==> config.mk <==
export PLATFORM = sky130hd
export DESIGN_NAME = mix_divider
export DESIGN_NICKNAME = d
export VERILOG_FILES = /design/src/rtl/mix_divider.sv
export SDC_FILE = /design/constraint.sdc
export NUM_CORES = 2
export LEC_CHECK = 0
export ABC_CLOCK_PERIOD_IN_PS = 6300
export CORE_MARGIN = 4
export CORE_UTILIZATION = 59
export CTS_BUF_LIST = sky130_fd_sc_hd__clkbuf_4 sky130_fd_sc_hd__clkbuf_8
export CTS_CLUSTER_SIZE = 40
export DETAILED_ROUTE_END_ITERATION = 8
export GPL_TIMING_DRIVEN = 0
export PLACE_DENSITY = 0.89
export REMOVE_ABC_BUFFERS = 1
export SLEW_MARGIN = 25
export SYNTH_ARGS = -nofsm -noshare
export SYNTH_HDL_FRONTEND = slang
export SYNTH_SLANG_ARGS = --single-unit
==> constraint.sdc <==
create_clock -name clk -period 6.3 [get_ports clk]
set_input_delay 0.945 -clock clk [delete_from_list [all_inputs] [get_ports clk]]
set_output_delay 0.945 -clock clk [all_outputs]
set_load 0.01 [all_outputs]
==> src/rtl/mix_divider.sv <==
// rtl/mix_divider.sv - sign-magnitude radix-2^R restoring divider for MIX DIV
module mix_divider #(
  parameter int W = 30,
  parameter int R = 3
) (
  input  logic           clk,
  input  logic           resetn,
  input  logic           start,
  input  logic [2*W-1:0] c,
  input  logic           c_sign,
  input  logic [W-1:0]   a,
  input  logic           a_sign,
  output logic           busy,
  output logic           done,
  output logic           ovf,
  output logic [W-1:0]   b,
  output logic           b_sign,
  output logic [W-1:0]   rest,
  output logic           rest_sign
);

  localparam int N  = W / R;
  localparam int CW = (N > 1) ? $clog2(N) : 1;
  localparam int PW = 2 * W + R + 1;
  localparam int K  = 1 << R;

  if (R < 1 || R > 4 || (W % R) != 0) begin : g_param_check
    $error("mix_divider: R must be in 1..4 and divide W");
  end

  typedef enum logic {IDLE, RUN} state_t;

  state_t         state_q, state_d;
  logic [2*W-1:0] p_q, d_q, p_next;
  logic [W-1:0]   q_q, q_next;
  logic [CW-1:0]  cnt_q;
  logic           c_sign_q, q_sign_q;
  logic [R-1:0]   k_sel;
  logic [PW-1:0]  diff;
  logic           ovf_detect, last;

  assign ovf_detect = c[2*W-1:W] >= a;
  assign last       = cnt_q == CW'(N - 1);
  assign busy       = state_q == RUN;
  assign q_next     = (q_q << R) | W'(k_sel);

  always_comb begin
    state_d = state_q;
    case (state_q)
      IDLE:    if (start && !ovf_detect) state_d = RUN;
      RUN:     if (last) state_d = IDLE;
      default: state_d = IDLE;
    endcase
  end

  // A non-negative difference never exceeds P, so its bits above 2W are all
  // zero exactly when the subtraction did not go negative.
  always_comb begin
    k_sel  = '0;
    p_next = p_q;
    diff   = '0;
    for (int k = 1; k < K; k++) begin
      diff = PW'(p_q) - PW'(k) * PW'(d_q);
      if (diff[PW-1:2*W] == '0) begin
        k_sel  = R'(k);
        p_next = diff[2*W-1:0];
      end
    end
  end

  always_ff @(posedge clk) begin
    if (!resetn) begin
      state_q   <= IDLE;
      p_q       <= '0;
      d_q       <= '0;
      q_q       <= '0;
      cnt_q     <= '0;
      c_sign_q  <= 1'b0;
      q_sign_q  <= 1'b0;
      done      <= 1'b0;
      ovf       <= 1'b0;
      b         <= '0;
      b_sign    <= 1'b0;
      rest      <= '0;
      rest_sign <= 1'b0;
    end else begin
      state_q <= state_d;
      done    <= 1'b0;
      case (state_q)
        IDLE: begin
          if (start) begin
            if (ovf_detect) begin
              done <= 1'b1;
              ovf  <= 1'b1;
            end else begin
              ovf      <= 1'b0;
              p_q      <= c;
              d_q      <= {{W{1'b0}}, a} << (W - R);
              q_q      <= '0;
              cnt_q    <= '0;
              c_sign_q <= c_sign;
              q_sign_q <= c_sign ^ a_sign;
            end
          end
        end
        RUN: begin
          p_q   <= p_next;
          q_q   <= q_next;
          d_q   <= d_q >> R;
          cnt_q <= cnt_q + CW'(1);
          if (last) begin
            done      <= 1'b1;
            b         <= q_next;
            rest      <= p_next[W-1:0];
            b_sign    <= q_sign_q;
            rest_sign <= c_sign_q;
          end
        end
        default: ;
      endcase
    end
  end

endmodule
==> impl_metrics.tcl <==
set metrics [dict create \
    status "finished with violations" \
    violations "DRC, setup timing" \
    startpoint_type "flop" \
    die_area_mm2 0.0824 \
    synth_seq_cells 215 \
    root_buffer "clkbuf_8" \
    grt_pass1_wl_um 290000 \
    fin_crit_sh_pct 110 \
    postSynthCellCount 6114 \
    cts_sinks 215 \
    synth_flop_cell "dfxtp_1" \
    r2r_start "d_q[14]$_SDFFE_PN0P_" \
    worst-endpoint-required_ns 6.90 \
    start_util_pct 59.4 \
    tritoncts "done" \
    finClkSkew_ns 0.0648 \
    synth_seq_area_share_pct 9.36 \
    ys.warnings.count 0 \
    synth_edf_count 0 \
    core-area_mm2 0.0773 \
    first_pass_iters 9 \
    rsz0062_at_grt "true" \
    reg2regPathDepth 33 \
    holdPathStages 2 \
    grt_usage_pct 45.6 \
    pre_cts_slack_ns -3.53 \
    drc 6 \
    fin_setup_tns_ns -32.77 \
    finalSetupViolCount 91 \
    cts-htree-levels 2 \
    hold_path.class "reg -> reg" \
    r2r_slack_ns -0.61 \
    clkTransAtPathRegs_ns 0.07 \
    tightest_slew_ns 1.33 \
    die_w_um 287 \
    n_fill_cell 6377 \
    drt_iter0_drc 6523 \
    wirelength_um 199000 \
    layout_min_cycle_time_ns 6.91 \
    critPathMaxStageDelay_ns 0.38 \
    syn2layout_area_growth_pct 16.5 \
    grt_overflow 0 \
    num_rows 102 \
    cpMaxStageDelayCell "dfxtp_4" \
    cts_made_buffers 42 \
    drt-wirelength-per-cell_um 27.0 \
    synth_area_mm2 0.0460 \
    finalHoldViolations 0 \
    min_to "rest_sign$_SDFFE_PN0P_" \
    io_pins 160 \
    grt_pass1_vias 48500 \
    final_nets 7224 \
    portBuffers 159 \
    mostFrequentLayoutCell "a21oi_1" \
    ant_nets 0 \
    hold_start "c_sign_q$_SDFFE_PN0P_" \
    hold_ws_ns 0.452 \
    path_max_fanout 6 \
    final_cell_mix "a21oi_1, ha_1, nand2_1" \
    via_count 52000 \
    slew_viol_final 0 \
    r2r-end "p_q[41]$_SDFFE_PN0P_" \
    antenna_found_initial 9 \
    clock.fmax_ghz 0.145 \
    yosysTopAreaCell "ha_1" \
    layout_setup_ws_ns -0.614 \
    drive_gt1_share_pct 11.6 \
    ys_types 104 \
    cp.arrival_ns 7.51 \
    synth_area_per_cell_um2 7.52 \
    synth_top_cell_area_share_pct 16.7 \
    via_per_inst 7.05 \
    insertion_delay_ns 0.69 \
    cap_violations 0 \
    synth_area_leaders "ha_1, fa_1, dfxtp_1, a21oi_1, xnor2_1" \
    dp_hpwl_um 151000 \
    maxSlewHeadroom_pct 11.5 \
    timing_worst_setup_path_type "reg -> reg" \
    cts_max_path_buffers 3 \
    grt_max_degree 107 \
    gp_congestion 1.09 \
    synthArstFlopShare_pct 0 \
    die_y_um 287 \
    end_kind "flop" \
]
## cells by family (layout without fill, tap and decap cells)
family | count (synthesis) | count (layout) | synth area share [%]
adder cells (fa/ha/maj) | 839 | 839 | 26.5
AO/OA/AOI/OAI | 2222 | 2222 | 32.3
AND/OR/NAND/NOR | 1671 | 1672 | 17.3
other | 0 | 8 | 0
XOR/XNOR | 407 | 407 | 7.75
flip-flops | 215 | 215 | 9.36
buffers and inverters | 739 | 945 | 6.27
multiplexers | 21 | 21 | 0.476
## routing by layer
metal / vias to the layer above / track usage [%] / part of all wire (%)
met4: 6 / 43.4 / 13
met2: 3676 / 68.9 / 41
met5: - / 0 / 0.076
li1: 22900 / - / -
met3: 1283 / 11.1 / 12
met1: 24100 / 52.5 / 35
## final cells by class
cell class | count | area, µm² | area share, %
diodes | 8 | 20.0 | 0.0374
well taps | 1040 | 1300 | 2.43
inverters | 455 | 1880 | 3.50
multi-input cells | 5161 | 40500 | 75.7
repair buffers | 415 | 4440 | 8.29
flip-flops and latches | 215 | 4430 | 8.27
clock inverters | 9 | 156 | 0.292
clock buffers | 66 | 802 | 1.50
## through the flow
| stage | area, µm² | cells | utilization (%) |
|---|---|---|---|
| 2_1_floorplan | 44800 | 5830 | - |
| 3_3_place_gp | 47700 | 7029 | 61.7 |
| 3_5_place_dp | 48700 | 7077 | 62.9 |
| 4_1_cts | 51900 | 7291 | 67.1 |
| 5_1_grt | 53500 | 7363 | 69.2 |
| 6_report | 53500 | 7369 | 69.2 |
## worst max path at each step
| stage | slack [ns] | endpoint | start | cells after the start |
|---|---|---|---|---|
| 2_1_floorplan | -1.80 | p_q[31]$_SDFFE_PN0P_ | busy$_SDFF_PN0_ | 5 |
| 3_3_place_gp | -15.43 | p_q[31]$_SDFFE_PN0P_ | busy$_SDFF_PN0_ | 5 |
| 3_5_place_dp | -3.53 | p_q[25]$_SDFFE_PN0P_ | d_q[1]$_SDFFE_PN0P_ | 31 |
| 4_1_cts | -0.21 | p_q[35]$_SDFFE_PN0P_ | d_q[1]$_SDFFE_PN0P_ | 34 |
| 5_1_grt | -0.76 | p_q[41]$_SDFFE_PN0P_ | d_q[18]$_SDFFE_PN0P_ | 33 |
| 6_report | -0.61 | p_q[41]$_SDFFE_PN0P_ | d_q[14]$_SDFFE_PN0P_ | 33 |
## flip-flops by register name, summed over array words and instances, names as in the netlist, 4 cells and up
signal / count
b: 30
p_q: 60
d_q: 57
cnt_q: 4
rest: 30
q_q: 27
## worst max-delay path: cells and delay by family, from the launching register on
kind                       cells  cell delay, ns
and+or+nand+nor                7            1.21
adders and majority gates      2            0.64
AOI/OAI and AO/OA             16            3.32
buffers and inverters          7            1.10
DFF                            1            0.38
xor gates and xnor gates       1            0.15
## repair_timing
item                                    CTS  global route
setup buffers                           136            70
hold buffers                              0             0
endpoints found under the setup margin   96            96
pin swaps                                70           111
cloned                                    3             2
resized for setup                       282           221
## synth_stat cells (all sizes together), types with 53 or more instances
cell and count:
xnor2 257, a31oi 75, nor2b 53, buf 75
o21ai 385, a21oi 622, a21o 262, inv 455
xor2 150, o21a 79, nand2 495, nand2b 63
o21bai 78, dfxtp 215, nor2 460, nand3 144
a22oi 83, o211ai 79, nor3 93, nand4 109
ha 612, a211oi 65, and3 67, clkbuf 209
fa 227
Power is not shown: default switching activity piles up to over one toggle a cycle in this logic, so the estimate is an artifact.
